`src/rtl/usr_pkg.sv`:
```
// Shared definitions for the universal shift register and its command sequencer.
// Holds the ctrl encoding used by usr and the sequencer FSM state type.
package usr_pkg;

  localparam logic [1:0] USR_HOLD = 2'b00;
  localparam logic [1:0] USR_SHR  = 2'b01;
  localparam logic [1:0] USR_SHL  = 2'b10;
  localparam logic [1:0] USR_LOAD = 2'b11;

  typedef enum logic [1:0] {
    ST_IDLE  = 2'd0,
    ST_LOAD  = 2'd1,
    ST_SHIFT = 2'd2,
    ST_DONE  = 2'd3
  } seq_state_e;

endpackage

```
`src/rtl/usr_seq_cnt.sv`:
```
// Loadable SW-bit down-counter for the remaining shift count.
// Stops at zero; is_one marks the last shift cycle.
module usr_seq_cnt #(
  parameter int SW = 4
) (
  input  logic          clock,
  input  logic          reset,
  input  logic          load,
  input  logic          en,
  input  logic [SW-1:0] ld_val,
  output logic [SW-1:0] cnt,
  output logic          is_one
);

  always_ff @(posedge clock or negedge reset) begin
    if (!reset)                     cnt <= '0;
    else if (load)                  cnt <= ld_val;
    else if (en && (cnt != '0))     cnt <= cnt - 1'b1;
  end

  assign is_one = (cnt == SW'(1));

endmodule

```
`src/rtl/usr_shift_seq.sv`:
```
// Command sequencer driving usr ctrl/d: one load cycle, shamt shift cycles, one done cycle.
// Define USR_SEQ_B2B_EN to accept the next command in DONE (no idle bubble).
module usr_shift_seq
  import usr_pkg::*;
#(
  parameter int N  = 8,
  parameter int SW = $clog2(N + 1)
) (
  input  logic          clock,
  input  logic          reset,
  input  logic          in_valid,
  output logic          in_ready,
  input  logic [N-1:0]  in_data,
  input  logic          in_dir,
  input  logic [SW-1:0] in_shamt,
  input  logic          hold,
  output logic [1:0]    usr_ctrl,
  output logic [N-1:0]  usr_d,
  output logic          busy,
  output logic          done
);

  seq_state_e    state, nstate;
  logic [N-1:0]  data_q;
  logic          dir_q;
  logic [SW-1:0] shamt_sat;
  logic [SW-1:0] cnt;
  logic          cnt_one;
  logic          accept;
  logic          cnt_en;

`ifdef USR_SEQ_B2B_EN
  assign in_ready = (state == ST_IDLE) || (state == ST_DONE);
`else
  assign in_ready = (state == ST_IDLE);
`endif

  assign accept    = in_valid && in_ready;
  assign shamt_sat = (in_shamt > SW'(N)) ? SW'(N) : in_shamt;
  assign cnt_en    = (state == ST_SHIFT) && !hold;
  assign busy      = (state != ST_IDLE);
  assign usr_d     = data_q;

  usr_seq_cnt #(.SW(SW)) u_cnt (
    .clock  (clock),
    .reset  (reset),
    .load   (accept),
    .en     (cnt_en),
    .ld_val (shamt_sat),
    .cnt    (cnt),
    .is_one (cnt_one)
  );

  always_ff @(posedge clock or negedge reset) begin
    if (!reset) begin
      state  <= ST_IDLE;
      data_q <= '0;
      dir_q  <= 1'b0;
    end else begin
      state <= nstate;
      if (accept) begin
        data_q <= in_data;
        dir_q  <= in_dir;
      end
    end
  end

  always_comb begin
    nstate = state;
    case (state)
      ST_IDLE:  if (accept) nstate = ST_LOAD;
      ST_LOAD:  nstate = (cnt == '0) ? ST_DONE : ST_SHIFT;
      ST_SHIFT: if (!hold && cnt_one) nstate = ST_DONE;
      // accept can only be true here when back-to-back mode opens in_ready
      ST_DONE:  nstate = accept ? ST_LOAD : ST_IDLE;
      default:  nstate = ST_IDLE;
    endcase
  end

  always_comb begin
    usr_ctrl = USR_HOLD;
    done     = 1'b0;
    case (state)
      ST_LOAD:  usr_ctrl = USR_LOAD;
      ST_SHIFT: usr_ctrl = hold ? USR_HOLD : (dir_q ? USR_SHL : USR_SHR);
      ST_DONE:  done = 1'b1;
      default:  ;
    endcase
  end

endmodule

```
`config.mk`:
```
export PLATFORM = sky130hd
export DESIGN_NAME = usr_shift_seq
export DESIGN_NICKNAME = d
export VERILOG_FILES = /design/src/rtl/usr_pkg.sv /design/src/rtl/usr_seq_cnt.sv /design/src/rtl/usr_shift_seq.sv
export SDC_FILE = /design/constraint.sdc
export NUM_CORES = 1
export LEC_CHECK = 0
export CORE_MARGIN = 5
export CORE_UTILIZATION = 44
export DETAILED_ROUTE_END_ITERATION = 7
export PLACE_DENSITY_LB_ADDON = 0.15
export SETUP_SLACK_MARGIN = 0.4
export SLEW_MARGIN = 20
export SYNTH_ARGS = -nofsm -noshare
export SYNTH_HDL_FRONTEND = slang
export SYNTH_HIERARCHICAL = 1
export SYNTH_SLANG_ARGS = --single-unit
export TNS_END_PERCENT = 10
```
`constraint.sdc`:
```
create_clock -name clock -period 2.26 [get_ports clock]
set_input_delay 0.226 -clock clock [delete_from_list [all_inputs] [get_ports clock]]
set_output_delay 0.226 -clock clock [all_outputs]
set_load 0.05 [all_outputs]
```
==> tab_implementation.tex <==
\begin{tabular}{lr}
\hline
Metric & Value \\
\hline
\multicolumn{2}{l}{\textbf{Outcome}} \\
\quad Result of the run & finished clean \\
\multicolumn{2}{l}{\textbf{Finish}} \\
\quad Net count of the finished layout & 133 \\
\quad Layout cell share with drive strength beyond 1 & 20.4\% \\
\quad Area grow syn2layout & 41.6\% \\
\quad Number of antenna diodes & 0 \\
\quad Number of standard cells in the layout, taps in and fillers out & around 140 \\
\quad Fin area & roughly 1200 um2 \\
\multicolumn{2}{l}{\textbf{Route}} \\
\quad Final routed DRC violation total & 0 \\
\quad Routed length per instance & about 13 um \\
\quad Total vias in the final route & slightly below 700 \\
\quad Number of violations reported at the end of detailed-routing iteration 0 & 13 \\
\quad Vias per std cell & 5.08 \\
\quad Antenna Violating Nets Remaining & 0 \\
\quad Number of detailed-route iterations in the first pass & 4 \\
\quad Detailed Route WL & between 1500 and 2000 um \\
\multicolumn{2}{l}{\textbf{GRT}} \\
\quad Remaining Overflow, GRT & 0 \\
\quad Aggregate global-route resource usage & 13.8\% \\
\quad First-pass GRT wire length & around 3000 um \\
\quad Pin count of the biggest net entering global routing & 16 \\
\quad Vias in the first global route & between 700 and 800 \\
\quad Initial antenna violation count & 0 \\
\multicolumn{2}{l}{\textbf{Logic synthesis}} \\
\quad Synthesized instance count & 76 \\
\quad Area contributors post-synth & sky130\_fd\_sc\_hd\_\_dfrtp\_1 (43\%), sky130\_fd\_sc\_hd\_\_mux2\_2 (12\%), sky130\_fd\_sc\_hd\_\_ha\_1 (10\%) \\
\quad Synthesized area & roughly 860 um2 \\
\quad Mean post-synth cell area & roughly 11 um2 \\
\quad Cell with the most instances after synthesis & sky130\_fd\_sc\_hd\_\_dfrtp\_1 \\
\quad Synth Flop Type & sky130\_fd\_sc\_hd\_\_dfrtp\_1 \\
\quad Top cells by instance count after synthesis & sky130\_fd\_sc\_hd\_\_dfrtp\_1 (15), sky130\_fd\_sc\_hd\_\_mux2\_2 (9), sky130\_fd\_sc\_hd\_\_ha\_1 (7) \\
\quad Total of flip-flops plus latches after synthesis & 15 \\
\quad Sequential-to-total area share from yosys stat & between 40 and 50\% \\
\quad Post-synth top area share & 43.5\% \\
\quad Cell variety after synth & 28 \\
\quad Number of synthesis warnings & 6 \\
\quad Largest area contributor in the netlist & sky130\_fd\_sc\_hd\_\_dfrtp\_1 \\
\quad Share of synthesized flip-flops with an asynchronous set or reset & 100\% \\
\quad Synthesized net count & 100 \\
\quad Number of enable-type register cells in the synthesized netlist & 0 \\
\multicolumn{2}{l}{\textbf{Power}} \\
\quad Share of total power consumed by net switching & about 48\% \\
\quad Power density cells & approximately 1600 nW/um2 \\
\quad Overall power of the completed layout & just under 2000 uW \\
\quad P\_int & about 1000 uW \\
\quad Sequential group share of total power & between 20\% and 30\% \\
\quad Max VDD drop & roughly 0.78 mV \\
\quad Reported leakage power & between 0.0005 and 0.0006 uW \\
\quad Clock power share & around 7.3\% \\
\quad Proportion of power drawn by combinational gates & 66.5\% \\
\quad Sw power & between 900 and 1000 uW \\
\multicolumn{2}{l}{\textbf{Clock network}} \\
\quad Root Buffer Master & sky130\_fd\_sc\_hd\_\_clkbuf\_4 \\
\quad CTS H-tree depth & 1 \\
\quad Max Buffers Root-to-Sink & 2 \\
\quad Worst-path clk slew & 90 ps \\
\quad Number of buffers inserted by hold repair at cts & 0 \\
\quad Post CTS Setup Buffer Count & 0 \\
\quad Latest clock arrival within the worst-skew pair & 270 ps \\
\quad Num CTS Buffers & 3 \\
\quad Number of clock sinks & 15 \\
\quad CTS tree & yes \\
\multicolumn{2}{l}{\textbf{Timing}} \\
\quad Total Negative Setup Slacks & 0 ps \\
\quad RSZ-0062 raised after global routing & true \\
\quad Layout Skew & between 1.5 and 2 ps \\
\quad Final worst path period share & $\sim$85\% \\
\quad Hold Fails Final Rpt & 0 \\
\quad Final critical-path required period & 1910 ps \\
\quad Final Max Slew Viols & 0 \\
\quad Worst-margin pin slew & 659 ps \\
\quad Worst slack on hold paths & around 350 ps \\
\quad Top achievable clock speed & roughly 520 MHz \\
\quad Setup violation total in the final timing report & 0 \\
\quad Normalized max-slew margin & between 50\% and 60\% \\
\multicolumn{2}{l}{\textbf{Worst setup path}} \\
\quad Critical path startpoint category & register \\
\quad Biggest fanout along the worst timing path & 5 \\
\quad Required time of the critical path & between 2000 and 2500 ps \\
\quad Capture point of the critical path & done \\
\quad Number of cells on the worst reg-to-reg path & 6 \\
\quad End of the worst register-to-register path & u\_cnt/cnt[3] \\
\quad Slack of the worst reg-to-reg path & 510 ps \\
\quad Launching element of the worst setup path & state[1] \\
\quad CP Capture Type & primary output \\
\quad Data arrival time of the critical path & about 1700 ps \\
\quad Type of the worst setup path & register to primary output \\
\quad R2r startpoint & state[0] \\
\multicolumn{2}{l}{\textbf{Floorplanning}} \\
\quad Die height & about 54 um \\
\quad Horiz. Die Dim & between 50 and 60 um \\
\quad Starting density of the core & 44.9\% \\
\quad Number of primary I/O pins & 30 \\
\quad Number of rows created at floorplan & 16 \\
\quad CORE AREA & just under 2000 um2 \\
\quad Die Footprint & between 2000 and 3000 um2 \\
\multicolumn{2}{l}{\textbf{Hold path}} \\
\quad Worst hold path class & input port to async pin \\
\multicolumn{2}{l}{\textbf{Place}} \\
\quad Routability-driven placement congestion ratio & approximately 0.76 \\
\quad Hpwl dp & roughly 1500 um \\
\quad Instance area at placement & 1190 um2 \\
\quad Number of placed cells counting well taps & roughly 130 \\
\quad Number of buffers added on ports & 29 \\
\multicolumn{2}{l}{\textbf{Job}} \\
\quad Reported max-cap violation count & 0 \\
\hline
\end{tabular}
## repair_timing
| action | 4_1_cts | 5_1_grt |
|---|---|---|
| gates cloned | 0 | 0 |
| endpoints found under the setup margin | 4 | 4 |
| resized for setup | 1 | 1 |
## cells by family after synthesis
kind of cell,synth area share [%]
flip-flops,43.5
AO/OA/AOI/OAI,10.9
AND/OR/NAND/NOR,17.0
multiplexers,14.6
buffers and inverters,3.91
adder cells (fa/ha/maj),10.1
## layout by cell type (no fill, tap or decap), types with 2 or more instances in the layout
master	instances
sky130_fd_sc_hd__mux2_2	9
sky130_fd_sc_hd__inv_1	6
sky130_fd_sc_hd__dfrtp_1	15
sky130_fd_sc_hd__buf_4	2
sky130_fd_sc_hd__a21oi_1	2
sky130_fd_sc_hd__nor3b_1	3
sky130_fd_sc_hd__nor2b_1	6
sky130_fd_sc_hd__o21a_1	2
sky130_fd_sc_hd__clkbuf_4	3
sky130_fd_sc_hd__nand2_1	6
sky130_fd_sc_hd__o21ai_1	2
sky130_fd_sc_hd__ha_1	6
sky130_fd_sc_hd__clkdlybuf4s50_1	25
## metrics by stage
step	setup slack (ps)	utilization [%]
6_report	346	63.6
5_1_grt	201	63.6
4_1_cts	162	63.5
3_5_place_dp	454	62.1
3_3_place_gp	495	62.1
2_1_floorplan	433	-
## layer usage
layer | vias to the layer above | share of wire [%] | routed length, um | global-route usage, %
met5 | - | 0 | 0 | 0
met4 | 0 | 1.4 | 25 | 4.15
met3 | 4 | 6.3 | 114 | 5.18
met2 | 21 | 54 | 972 | 25.9
met1 | 330 | 39 | 705 | 13.9
li1 | 331 | - | - | -
## sequential cells by signal (all words and copies together), names as in the netlist
signal	flops
usr_d	8
u_cnt/cnt	4
state	2
dir_q	1
## how the worst min path moves through the flow
stage               slack (ps)       end  depth (start not counted)     start
floorplan                  -70     dir_q                          0     reset
global placement           480  usr_d[3]                          1  usr_d[3]
detailed placement         490  usr_d[0]                          1  usr_d[0]
CTS                        380  usr_d[5]                          1     reset
global route               400  usr_d[2]                          1     reset
finish                     350  usr_d[5]                          1     reset
## power by group through the flow
stage          logic, uW  clock network, uW  registers (uW)
2_1_floorplan        683                  0             763
3_3_place_gp        1310                  0             509
3_5_place_dp        1340                  0             525
4_1_cts             1340                153             522
5_1_grt             1400                168             539
6_report            1320                146             521
## worst max-delay path, stage by stage, from the launching register on
cell and delay [ps]:
sky130_fd_sc_hd__dfrtp_1 420, sky130_fd_sc_hd__ha_1 190, sky130_fd_sc_hd__clkdlybuf4s50_1 810
## final cells by class
cell class                      instances  area [um2]
Fill cell                             169         699
Multi-Input combinational cell         53         457
Sequential cell                        15         375
Timing Repair Buffer                   30         307
Tap cell                               27        33.8
Clock buffer                            3        22.5
Inverter                                6        22.5
Clock inverter                          1        5.00
No activity file was read; power rests on OpenSTA's default activity.
